File: config.mk
export PLATFORM = sky130hd
export DESIGN_NAME = axis_snoop_gate
export DESIGN_NICKNAME = d
export VERILOG_FILES = /design/src/rtl/axis_snoop_gate.sv
export SDC_FILE = /design/constraint.sdc
export NUM_CORES = 1
export LEC_CHECK = 0
export ABC_AREA = 1
export BUFFER_PORTS_ARGS = -buffer_cell sky130_fd_sc_hd__buf_2
export CAP_MARGIN = 10
export CORE_MARGIN = 5
export CORE_UTILIZATION = 50
export DETAILED_ROUTE_END_ITERATION = 8
export GPL_ROUTABILITY_DRIVEN = 0
export MAX_ROUTING_LAYER = met4
export PLACE_DENSITY = 0.72
export RECOVER_POWER = 25
export SLEW_MARGIN = 20
export SYNTH_ARGS = -nofsm -noshare
export SYNTH_HDL_FRONTEND = slang
export SYNTH_SLANG_ARGS = --single-unit
File: constraint.sdc
create_clock -name s_axis_aclk -period 2.5 [get_ports s_axis_aclk]
set_input_delay 0.125 -clock s_axis_aclk [delete_from_list [all_inputs] [get_ports s_axis_aclk]]
set_output_delay 0.125 -clock s_axis_aclk [all_outputs]
set_load 0.05 [all_outputs]
File: src/rtl/axis_snoop_gate.sv
// axis_snoop_gate: passive AXI-Stream tap that copies whole packets into a snoop FIFO without ever stalling the link
//   s_axis_aclk, s_axis_aresetn : clock, async active-low reset
//   snoop_*                     : passive copy of the monitored link (a beat is tvalid && tready)
//   enable, fifo_prog_full      : capture admission, sampled only at packet start
//   m_axis_*                    : single-slot registered master towards the snoop FIFO
//   pkt_count/drop_count/trunc_count : saturating forwarded / dropped / truncated packet counters
module axis_snoop_gate #(
  parameter int DATA_WIDTH = 8,
  parameter int MAX_PKT_LEN = 1500,
  parameter logic [DATA_WIDTH-1:0] TERM_DATA = '0
) (
  input  logic                  s_axis_aclk,
  input  logic                  s_axis_aresetn,
  input  logic                  snoop_tvalid,
  input  logic                  snoop_tready,
  input  logic [DATA_WIDTH-1:0] snoop_tdata,
  input  logic                  snoop_tlast,
  input  logic                  enable,
  input  logic                  fifo_prog_full,
  output logic                  m_axis_tvalid,
  input  logic                  m_axis_tready,
  output logic [DATA_WIDTH-1:0] m_axis_tdata,
  output logic                  m_axis_tlast,
  output logic [31:0]           pkt_count,
  output logic [31:0]           drop_count,
  output logic [31:0]           trunc_count
);
  typedef enum logic [1:0] {IDLE, PASS, DROP, TERM} state_t;
  state_t state;
  logic [15:0] beat_cnt;
  logic tail_seen, tap_beat, slot_free, tail, cap;
  assign tap_beat = snoop_tvalid && snoop_tready;
  assign slot_free = !m_axis_tvalid || m_axis_tready;
  assign tail = tap_beat && snoop_tlast;
  assign cap = beat_cnt + 16'd1 == 16'(MAX_PKT_LEN);
  function automatic logic [31:0] sat_inc(input logic [31:0] v);
    return &v ? v : v + 32'd1;
  endfunction
  always_ff @(posedge s_axis_aclk or negedge s_axis_aresetn)
    if (!s_axis_aresetn) begin
      state <= IDLE;
      m_axis_tvalid <= 1'b0;
      m_axis_tdata <= '0;
      m_axis_tlast <= 1'b0;
      beat_cnt <= '0;
      tail_seen <= 1'b0;
      pkt_count <= '0;
      drop_count <= '0;
      trunc_count <= '0;
    end else begin
      // a load below overrides this drain
      if (m_axis_tvalid && m_axis_tready) m_axis_tvalid <= 1'b0;
      case (state)
        IDLE: if (tap_beat) begin
          if (fifo_prog_full || !enable) begin
            drop_count <= sat_inc(drop_count);
            state <= snoop_tlast ? IDLE : DROP;
          end else begin
            m_axis_tvalid <= 1'b1;
            m_axis_tdata <= snoop_tdata;
            m_axis_tlast <= snoop_tlast;
            beat_cnt <= 16'd1;
            if (snoop_tlast) pkt_count <= sat_inc(pkt_count);
            else state <= PASS;
          end
        end
        PASS: if (tap_beat) begin
          if (slot_free) begin
            m_axis_tvalid <= 1'b1;
            m_axis_tdata <= snoop_tdata;
            m_axis_tlast <= snoop_tlast || cap;
            beat_cnt <= beat_cnt + 16'd1;
            if (snoop_tlast || cap) pkt_count <= sat_inc(pkt_count);
            if (!snoop_tlast && cap) trunc_count <= sat_inc(trunc_count);
            state <= snoop_tlast ? IDLE : cap ? DROP : PASS;
          end else begin
            // slot still occupied: this beat is lost, so the packet must be closed by a terminator
            trunc_count <= sat_inc(trunc_count);
            tail_seen <= snoop_tlast;
            state <= TERM;
          end
        end
        TERM: begin
          if (tail) tail_seen <= 1'b1;
          if (slot_free) begin
            m_axis_tvalid <= 1'b1;
            m_axis_tdata <= TERM_DATA;
            m_axis_tlast <= 1'b1;
            pkt_count <= sat_inc(pkt_count);
            state <= (tail_seen || tail) ? IDLE : DROP;
          end
        end
        DROP: if (tail) state <= IDLE;
      endcase
    end
endmodule

==> summary.md <==
| Metric | Value |
|---|---|
| P_leak | `~0.0046 uW` |
| Tot GR Track Use | `24.4%` |
| Final setup violation count | `0` |
| Mapped Cells | `between 1000 and 1500` |
| Reg2reg path depth | `10` |
| R2r endpoint | `pkt_count[26]` |
| Initial antenna violation count | `1` |
| DP Cell Count | `roughly 1400` |
| CP Class | `reg -> reg` |
| FP Rows | `45` |
| GRT Residual Overflow | `0` |
| Register area share after synthesis | `40.5%` |
| I/O Buffers | `121` |
| Crit path depth | `10` |
| Critical Path Sink Type | `flip-flop` |
| Crit path buffers/inverters | `2` |
| Critical Path Start | `pkt_count[5]` |
| Worst Skew | `approximately 0.010 ns` |
| Pwr Density | `~740 nW/um^2` |
| Max Root-Sink Buffers | `2` |
| CTS tree | `built` |
| Hold Vio Cnt, Final | `0` |
| Skew-Pair Late Insertion Delay | `around 0.43 ns` |
| Routed WL | `approximately 21000 um` |
| Die ar. | `around 18000 sq um` |
| Boundary pin count | `about 120` |
| Clock transition at path regs | `around 0.06 ns` |
| Largest net degree at the start of global routing | `70` |
| CTS Root Cell | `clkbuf_16` |
| Max-slew violations | `a little under 70` |
| Fin crit share | `about nine tenths` |
| Wirelength per Cell | `15.2 um` |
| Crit path cell chain | `inv_1, nor2_2, nand3_2, nor2_2, nand2_1, nor4_2, nand3_2, buf_4, nand4_1, nand2_1` |
| Slowest cell on crit path | `dfrtp_1` |
| Setup slack at placement | `roughly 0.057 ns` |
| Vias in the first global route | `roughly 7300` |
| Worst Tran Pin Value | `between 1.5 and 2 ns` |
| Layout area overhead | `20.8%` |
| DRT iter0 DRCs | `between 600 and 700` |
| CP arrival | `about 2.6 ns` |
| Mapped Area | `7720 sq um` |
| Worst Setup EP | `pkt_count[26]` |
| DR vias/cell | `approximately 5.4` |
| Clock sink count | `roughly 130` |
| Layout Nets | `approximately 1200` |
| Main synth FF type | `dfrtp_1` |
| Area share of the largest cell type after synthesis | `between 40 and 50%` |
| Average cell area after synthesis | `about 7.3 sq um` |
| R2R Path Start | `pkt_count[5]` |
| Headroom to the max-slew limit | `-14.0%` |
| Setup ws final | `around 0.22 ns` |
| Die width | `~130 um` |
| First-pass DRT Iterations | `5` |
| Remaining DRCs | `0` |
| Post-synth top area cell | `dfrtp_1` |
| Outcome | `finished with violations` |
| H-tree levels | `4` |
| Worst Path Required | `around 2.8 ns` |
| Largest cells by area after synthesis | `dfrtp_1 (41%), nand2_1 (17%), xor2_1 (7.9%)` |
| Final ANT Viol Nets | `0` |
| Crit path time final | `2.28 ns` |
| Post-CTS Setup Bufs | `0` |
| Fmax | `0.439 GHz` |
| Post-Syn Nets | `around 1100` |
| First-pass GRT wire length | `35300 um` |
| EDFF count, synth | `0` |
| Max cap viols | `1` |
| Asr flop ratio synth | `100%` |
| Worst VDD drop | `0.000491 V` |
| Number of CTS-inserted buffers | `17` |
| Core area | `15200 sq um` |
| RSZ-0062 raised after global routing | `true` |
| Post-route insts no fill | `between 1000 and 1500` |
| Die Y | `roughly 130 um` |
| Worst path max stage delay | `0.53 ns` |
| Final core utilization | `between 60% and 70%` |
| Total number of vias | `roughly 7600` |
| Share of cells above drive strength 1 | `15.8%` |
| Ys Warns | `0` |
| CP delay by family, top | `simple AND/OR/NAND/NOR gates` |
| Flops & latches, synth | `around 130` |
| Dpl hpwl | `around 15000 um` |
| Failing checks | `capacitance limit, slew limit` |
| Worst Path Max Fanout | `17` |
| Worst min-delay path class | `in -> reg` |
| R2R setup slack | `between 0.2 and 0.25 ns` |
| CP Launch Type | `flip-flop` |
| Netlist cell types | `37` |
| Starting Density | `50.8%` |
-- cell type report --
class	instances	area [sq um]
tap	188	235
clock buffer	21	470
clock inverter	11	164
multi-input combinational	813	4130
timing repair buffer	147	852
sequential	125	3130
fill	1388	5870
antenna	1	2.50
inverter	92	345
-- synth_stat cells, types with 4 or more instances --
master / count
inv_1: 91
nor2_1: 94
xor2_1: 70
nor4_1: 21
dfrtp_1: 125
nor3_1: 46
buf_4: 4
nand2_1: 357
clkbuf_1: 8
a21oi_1: 4
o21ai_0: 26
o22ai_1: 8
buf_2: 16
nand3_1: 69
nor2_2: 6
xnor2_1: 22
ha_1: 4
nand4_1: 62
-- cells in the final DEF (no fill, tap or decap), drive strengths merged, types with 2 or more instances in the layout --
cell type	n
buf	137
xor2	70
nor3b	2
clkbuf	22
nand3	74
clkinv	5
clkinvlp	2
dlygate4sd3	9
o21ai	27
ha	4
nand2	361
inv	92
nor4	22
nor2	100
a21oi	5
bufinv	4
xnor2	22
nand4	62
dfrtp	125
a211oi	2
o22ai	8
nor3	47
-- worst min-delay path by stage --
stage,from,end,depth (start not counted)
after floorplan,s_axis_aresetn,beat_cnt[0],0
after global routing,snoop_tlast,tail_seen,3
after CTS,snoop_tlast,tail_seen,3
after detailed placement,s_axis_aresetn,pkt_count[24],1
after global placement,s_axis_aresetn,pkt_count[24],1
final,snoop_tlast,tail_seen,3
-- power breakdown --
part	switching (uW)	internal, uW	leakage, uW
combinational	1290	427	0.00264
sequential	252	2250	0.00168
clock	915	1740	0.000309
total	2460	4420	0.00463
-- per-layer routing --
layer / vias up / wire length (um) / GRT usage (%)
met3: 46 / 1210 / 4.84
met5: - / 0 / -
li1: 3757 / - / -
met1: 3554 / 9420 / 31.8
met2: 250 / 10100 / 38.9
met4: 0 / 433 / 7.35
-- through the flow --
step / total power, uW / setup TNS [ns] / hold WS (ns) / cell area, sq um
2_1_floorplan: 3750 / 0 / -0.171 / 7720
3_3_place_gp: 4180 / 0 / 0.165 / 8550
3_5_place_dp: 4220 / 0 / 0.168 / 8550
4_1_cts: 6890 / 0 / 0.0699 / 9280
5_1_grt: 7200 / -0.0328 / 0.145 / 9330
6_report: 6880 / 0 / 0.0760 / 9330
-- cells by family (layout without fill, tap and decap cells) --
group / after synthesis / after routing / synth area share, %
fa+ha+maj: 4 / 4 / 0.648
flops: 125 / 125 / 40.5
xor+xnor: 92 / 92 / 10.4
compound gates: 47 / 47 / 3.48
other cells: 0 / 1 / 0
simple gates: 668 / 670 / 38.2
buf+inv: 123 / 271 / 6.72
-- flip-flops by register name, indices dropped and copies added (netlist names) --
register / cells
trunc_count: 32
m_axis_tvalid: 1
state: 2
pkt_count: 32
beat_cnt: 16
m_axis_tlast: 1
drop_count: 32
m_axis_tdata: 8
tail_seen: 1
-- timing repair --
action,4_1_cts,5_1_grt
hold endpoints to repair,75,0
resized for setup,0,7
hold buffers,9,0
endpoints found under the setup margin,0,40
-- worst register-to-register path, delay by kind of cell, from the launching register on --
family,cells,cell delay [ns]
flip-flops,1,0.53
AND/OR/NAND/NOR,8,1.25
buffers and inverters,2,0.39
(Power assumes the default switching activity.)
